File: config.mk
export PLATFORM = sky130hd
export DESIGN_NAME = tgt_pyld_st_arb_flat
export DESIGN_NICKNAME = d
export VERILOG_FILES = /design/src/rtl/tgt_pyld_st_arb_if.sv /design/src/rtl/tgt_pyld_st_arb.sv /design/src/flat_wrapper.sv
export SDC_FILE = /design/constraint.sdc
export NUM_CORES = 1
export LEC_CHECK = 0
export ABC_AREA = 1
export BUFFER_PORTS_ARGS = -buffer_cell sky130_fd_sc_hd__buf_2
export CAP_MARGIN = 0
export CORE_AREA = 2 2 178 180
export DETAILED_ROUTE_END_ITERATION = 8
export DIE_AREA = 0 0 180 182
export PLACE_DENSITY = 0.36
export SYNTH_ARGS = -nofsm -noshare
export SYNTH_HDL_FRONTEND = slang
export SYNTH_SLANG_ARGS = --single-unit
File: constraint.sdc
create_clock -name clk -period 2.6 [get_ports clk]
set_input_delay 0.26 -clock clk [delete_from_list [all_inputs] [get_ports clk]]
set_output_delay 0.26 -clock clk [all_outputs]
set_load 0.05 [all_outputs]
File: src/rtl/tgt_pyld_st_arb_if.sv
// tgt_pyld_st_arb_if
//   Merged payload-store stream between the arbiter and the payload buffer
//   store port.
//   valid/last/blen/qnum/data : beat from the selected producer
//   ready                     : store port accepts the beat
//   modport master : arbiter side (drives the beat, samples ready)
//   modport slave  : payload buffer side
`ifndef MSG_BLEN_WIDTH
`define MSG_BLEN_WIDTH 16
`endif
`ifndef P2P_DATA_W
`define P2P_DATA_W 64
`endif

interface tgt_pyld_st_arb_if;
    logic                       valid;
    logic                       last;
    logic [`MSG_BLEN_WIDTH-1:0] blen;
    logic [7:0]                 qnum;
    logic [`P2P_DATA_W-1:0]     data;
    logic                       ready;

    modport master (output valid, last, blen, qnum, data, input ready);
    modport slave  (input valid, last, blen, qnum, data, output ready);
endinterface

File: src/rtl/tgt_pyld_st_arb.sv
// tgt_pyld_st_arb
//   Round-robin, message-atomic arbiter sharing the payload-buffer store port
//   among REQ_NUM producers. Once a message starts (or is presented without
//   being accepted) the grant stays with that producer until its last beat
//   is accepted, so messages never interleave.
//   clk, rst          : clock, synchronous active-high reset
//   in_valid/in_last  : per-requester beat valid / last beat
//   in_blen/qnum/data : per-requester fields, requester i in slice i
//   in_ready          : per-requester ready, one-hot or zero
//   st_pyld_req       : merged store stream (interface, master side)
//   arb_owner         : currently selected requester
//   arb_busy          : message lock held
//   msg_cnt           : per-requester completed-message counters, present
//                       only when TGT_PYLD_ARB_STAT_EN is defined
`ifndef MSG_BLEN_WIDTH
`define MSG_BLEN_WIDTH 16
`endif
`ifndef P2P_DATA_W
`define P2P_DATA_W 64
`endif

// Per-requester 16-bit wrapping message counter.
module tgt_pyld_st_arb_cnt (
    input  logic        clk,
    input  logic        rst,
    input  logic        inc,
    output logic [15:0] cnt
);
    always_ff @(posedge clk) begin
        if (rst)      cnt <= '0;
        else if (inc) cnt <= cnt + 16'd1;
    end
endmodule

module tgt_pyld_st_arb #(
    parameter int REQ_NUM   = 4,
    parameter int REQ_IDX_W = $clog2(REQ_NUM)
) (
    input  logic                                    clk,
    input  logic                                    rst,
    input  logic [REQ_NUM-1:0]                      in_valid,
    input  logic [REQ_NUM-1:0]                      in_last,
    input  logic [REQ_NUM-1:0][`MSG_BLEN_WIDTH-1:0] in_blen,
    input  logic [REQ_NUM-1:0][7:0]                 in_qnum,
    input  logic [REQ_NUM-1:0][`P2P_DATA_W-1:0]     in_data,
    output logic [REQ_NUM-1:0]                      in_ready,
    tgt_pyld_st_arb_if.master                       st_pyld_req,
    output logic [REQ_IDX_W-1:0]                    arb_owner,
    output logic                                    arb_busy
`ifdef TGT_PYLD_ARB_STAT_EN
    ,
    output logic [REQ_NUM-1:0][15:0]                msg_cnt
`endif
);
    localparam logic [0:0]           IDLE     = 1'b0;
    localparam logic [0:0]           LOCKED   = 1'b1;
    localparam logic [REQ_IDX_W-1:0] LAST_IDX = REQ_IDX_W'(REQ_NUM - 1);

    logic [0:0]           lock;
    logic [REQ_IDX_W-1:0] owner, rr_ptr, rr_sel, sel;
    logic                 st_valid, st_last, hs;

    // base + k modulo REQ_NUM with an explicit compare (REQ_NUM need not be 2^n)
    function automatic logic [REQ_IDX_W-1:0] wrap_add(input logic [REQ_IDX_W-1:0] base,
                                                      input int k);
        int s;
        s = 32'(base) + k;
        if (s >= REQ_NUM) s = s - REQ_NUM;
        return REQ_IDX_W'(s);
    endfunction

    // Scan from the far end back to rr_ptr so the nearest valid wins.
    always_comb begin
        rr_sel = rr_ptr;
        for (int k = REQ_NUM - 1; k >= 0; k--) begin
            if (in_valid[wrap_add(rr_ptr, k)]) rr_sel = wrap_add(rr_ptr, k);
        end
    end

    assign sel      = (lock == LOCKED) ? owner : rr_sel;
    assign st_valid = (lock == LOCKED) ? in_valid[owner] : |in_valid;
    assign st_last  = st_valid & in_last[sel];
    assign hs       = st_valid & st_pyld_req.ready;

    // Fields are zeroed while nothing is offered so the port is quiet when idle.
    assign st_pyld_req.valid = st_valid;
    assign st_pyld_req.last  = st_last;
    assign st_pyld_req.blen  = st_valid ? in_blen[sel] : '0;
    assign st_pyld_req.qnum  = st_valid ? in_qnum[sel] : '0;
    assign st_pyld_req.data  = st_valid ? in_data[sel] : '0;

    assign arb_owner = sel;
    assign arb_busy  = lock;

    for (genvar i = 0; i < REQ_NUM; i++) begin : g_rdy
        assign in_ready[i] = (sel == REQ_IDX_W'(i)) & st_pyld_req.ready & st_valid;
    end

    always_ff @(posedge clk) begin
        if (rst) begin
            lock   <= IDLE;
            owner  <= '0;
            rr_ptr <= '0;
        end else if (hs && st_last) begin
            lock   <= IDLE;
            rr_ptr <= (sel == LAST_IDX) ? '0 : sel + 1'b1;
        end else if (hs) begin
            lock   <= LOCKED;
            owner  <= sel;
        end else if (lock == IDLE && st_valid) begin
            // Presented but not accepted: freeze the choice so a later,
            // higher-priority arrival cannot swap the beat under the consumer.
            lock   <= LOCKED;
            owner  <= sel;
        end
    end

`ifdef TGT_PYLD_ARB_STAT_EN
    for (genvar i = 0; i < REQ_NUM; i++) begin : g_cnt
        tgt_pyld_st_arb_cnt u_cnt (
            .clk (clk),
            .rst (rst),
            .inc (hs & st_last & (sel == REQ_IDX_W'(i))),
            .cnt (msg_cnt[i])
        );
    end
`endif
endmodule

File: src/flat_wrapper.sv
// flat-port wrapper written by rule: the top's interface ports become plain ports
module tgt_pyld_st_arb_flat 
#(
    parameter int REQ_NUM   = 4,
    parameter int REQ_IDX_W = $clog2(REQ_NUM)
)
  (clk, rst, in_valid, in_last, in_blen, in_qnum, in_data, in_ready, arb_owner, arb_busy, st_pyld_req_valid, st_pyld_req_last, st_pyld_req_blen, st_pyld_req_qnum, st_pyld_req_data, st_pyld_req_ready);
  tgt_pyld_st_arb_if st_pyld_req_i ();
  input  logic clk;
  input  logic rst;
  input  logic [REQ_NUM-1:0] in_valid;
  input  logic [REQ_NUM-1:0] in_last;
  input  logic [REQ_NUM-1:0][`MSG_BLEN_WIDTH-1:0] in_blen;
  input  logic [REQ_NUM-1:0][7:0] in_qnum;
  input  logic [REQ_NUM-1:0][`P2P_DATA_W-1:0] in_data;
  output logic [REQ_NUM-1:0] in_ready;
  output logic [REQ_IDX_W-1:0] arb_owner;
  output logic arb_busy;
  output wire logic [$bits(st_pyld_req_i.valid)-1:0] st_pyld_req_valid;
  output wire logic [$bits(st_pyld_req_i.last)-1:0] st_pyld_req_last;
  output wire logic [$bits(st_pyld_req_i.blen)-1:0] st_pyld_req_blen;
  output wire logic [$bits(st_pyld_req_i.qnum)-1:0] st_pyld_req_qnum;
  output wire logic [$bits(st_pyld_req_i.data)-1:0] st_pyld_req_data;
  input wire logic [$bits(st_pyld_req_i.ready)-1:0] st_pyld_req_ready;
  assign st_pyld_req_valid = st_pyld_req_i.valid;
  assign st_pyld_req_last = st_pyld_req_i.last;
  assign st_pyld_req_blen = st_pyld_req_i.blen;
  assign st_pyld_req_qnum = st_pyld_req_i.qnum;
  assign st_pyld_req_data = st_pyld_req_i.data;
  assign st_pyld_req_i.ready = st_pyld_req_ready;
  tgt_pyld_st_arb #(.REQ_NUM(REQ_NUM), .REQ_IDX_W(REQ_IDX_W)) u_core (.clk(clk), .rst(rst), .in_valid(in_valid), .in_last(in_last), .in_blen(in_blen), .in_qnum(in_qnum), .in_data(in_data), .in_ready(in_ready), .st_pyld_req(st_pyld_req_i), .arb_owner(arb_owner), .arb_busy(arb_busy));
endmodule
==> results.md <==
* Setup Skew at 0.00199 ns
* Worst path setup slack after routing at -0.164 ns
* Clk slew on worst S/H paths at 0.03 ns
* DR pass1 iterations at 4
* Met2 Wirelength at 14300 um
* CP arrival at 2.50 ns
* CTS tree: yes
* Port Buf Inserts at 459
* Placed cell count at 1641
* Yosys reg bits at 5
* Max Fclk at 362 MHz
* RePlAce Congestion at 0.829
* Netlist Area Pre-Place at 3590 um2
* Top cells by area, synth: nor2_1 38%, a21oi_1 13%, o21ai_0 13%
* Initial antenna violation count at 5
* Initial drt markers at 266
* Rows at 65
* Slew headroom at 0.719
* Post-layout min period at 2.76 ns
* Worst-Skew Late Latency at 0.23 ns
* Violated checks: negative setup slack
* Crit Path Category: reg2out
* Vias in the first global route at 7025
* First-pass GRT wire length at 40300 um
* I/O pin count at 460
* Clock root cell: clkbuf_16
* Wire length on met3 at 1830 um
* Hold buffers post-CTS at 0
* Max-slew violations at 0
* # setup viols final at 93
* Status: complete, but fails checks
* Global route total overflow at 0
* CTS buffer count at 3
* Hold Path Class: in2reg
* Met1 wire length at 12100 um
* Worst path bufs/invs at 6
* Crit path cell chain: clkbuf_16 > o21ai_4 > nand2_1 > nand2_1 > inv_2 > nand2_2 > nand3_2 > nand3_4 > nand2_8 > inv_12 > buf_12 > buf_16 > nor2_1 > nor2_1 > o21ai_1 > a21oi_2 > buf_12
* Period utilisation layout at 1.06
* Sink Count at 5
* Unrepaired setup endpoints after global routing: true
* Most frequent cells in the layout: 366 x buf_2, 341 x nor2_1, 116 x o21ai_1
* Largest net degree at the start of global routing at 52
* Top cell type's share of synthesized area at 0.378
* Seq/Total Area, Yosys at 0.0279
* Max Root-Sink Buffers at 2
* Die area at 32800 um2
* R2R Path Start: u_core.rr_ptr[0]
* Area post-placement at 7220 um2
* Syn_nets at 1164
* Mean post-synth cell area at 4.50 um2
* Post-DRT Antenna Nets at 0
* Most common cell after layout, fill and taps aside: buf_2
* Routed WL per cell at 17.2 um
* Worst Hold Launch: rst
* Yosys warnings at 0
* Uppermost routed layer: met4
* Drt drc at 0
* Final hold vios at 0
* Die Span Y at 182 um
* Area leader, netlist: nor2_1
* Share of cells above drive strength 1 at 0.547
* Die X at 180 um
* Req. time, crit path at 2.34 ns
* DP Wirelength at 21900 um
* Vias/cell at 4.21
* Area growth syn-to-layout at 137%
* CP Launch Point: u_core.rr_ptr[0]
* Delay-heaviest family, CP: buffers and inverters
* Max_cap viols at 0
* Worst path max stage delay at 0.35 ns
* CP endpoint kind: output pin
* Via count at 7055
* Non-filler cells, final at 1676
* Slew @ Worst Pin at 0.422 ns
* # nets final at 1637
* Post-synthesis cell count at 797
* Htree depth at 1
* CP Max Fanout at 14
* Initial core utilization at 0.116
* Total track usage at 0.154
* Yosys cell types at 23
* Final WL at 28800 um
* Core Footprint at 31000 um2
* Crit path max-delay cell type: dfxtp_4
* Startpoint types: flop
* Fin area at 8510 um2
## sequential cells by signal, summed over array words and instances (netlist names)
signal / cells
u_core.owner: 2
u_core.rr_ptr: 2
u_core.arb_busy: 1
## worst paths after layout
| path | slack (ns) | endpoint | cells past startpoint |
|---|---|---|---|
| min | 0.23 | u_core.rr_ptr[1] | 2 |
| max | -0.16 | st_pyld_req_qnum[1] | 17 |
| min reg2reg | 0.53 | u_core.rr_ptr[1] | 2 |
| max reg2reg | 0.35 | u_core.rr_ptr[1] | 17 |
## cell type report
class	count	area (um2)
well taps	402	503
flip-flops and latches	5	106
repair buffers	536	4050
clock buffers	4	78.8
inverters	17	101
fillers	3580	22500
multi-input cells	707	3660
diodes	5	12.5
## cell usage after synthesis
cell type  count
nand3b_1       1
dfxtp_1        5
inv_4          1
o211ai_1       1
buf_2         14
a31oi_1        2
nand3_1       11
o21ai_1       87
clkbuf_2       4
clkbuf_1      27
inv_1         11
buf_1          6
nor4_1         1
inv_2          5
nor2_1       361
nand3_2        2
nand2_1       47
o21ai_0       93
buf_4         17
nand2_2        2
a21oi_1       94
or2_2          1
ha_1           4
## per-layer routing
layer  global-route usage  up-vias
met1                0.184     3167
met5                    0        -
met4               0.0338        0
met2                0.284      296
li1                     -     3566
met3               0.0299       26
## through the flow
stage	setup TNS [ns]	worst slack, ns	hold WS, ns	utilization
detailed placement	-1.30	-0.0981	0.473	0.233
global placement	-0.940	-0.0806	0.471	0.233
CTS	-6.05	-0.133	0.232	0.253
global route	-21.45	-0.310	0.238	0.275
finish	-7.70	-0.164	0.231	0.275
floorplan	0	0.0607	0.329	-
## cell families after synthesis
kind of cell / synth area share
buf+inv: 0.114
flops: 0.0279
compound gates: 0.388
simple gates: 0.457
fa+ha+maj: 0.0139
## what timing repair did
| item | CTS | global route |
|---|---|---|
| buffers inserted | 6 | 6 |
| cloned | 1 | 13 |
| gates resized for setup | 164 | 111 |
| setup endpoints to repair | 93 | 93 |
| pin swaps | 19 | 58 |
Power is not shown: default switching activity piles up to over one toggle a cycle in this logic, so the estimate is an artifact.
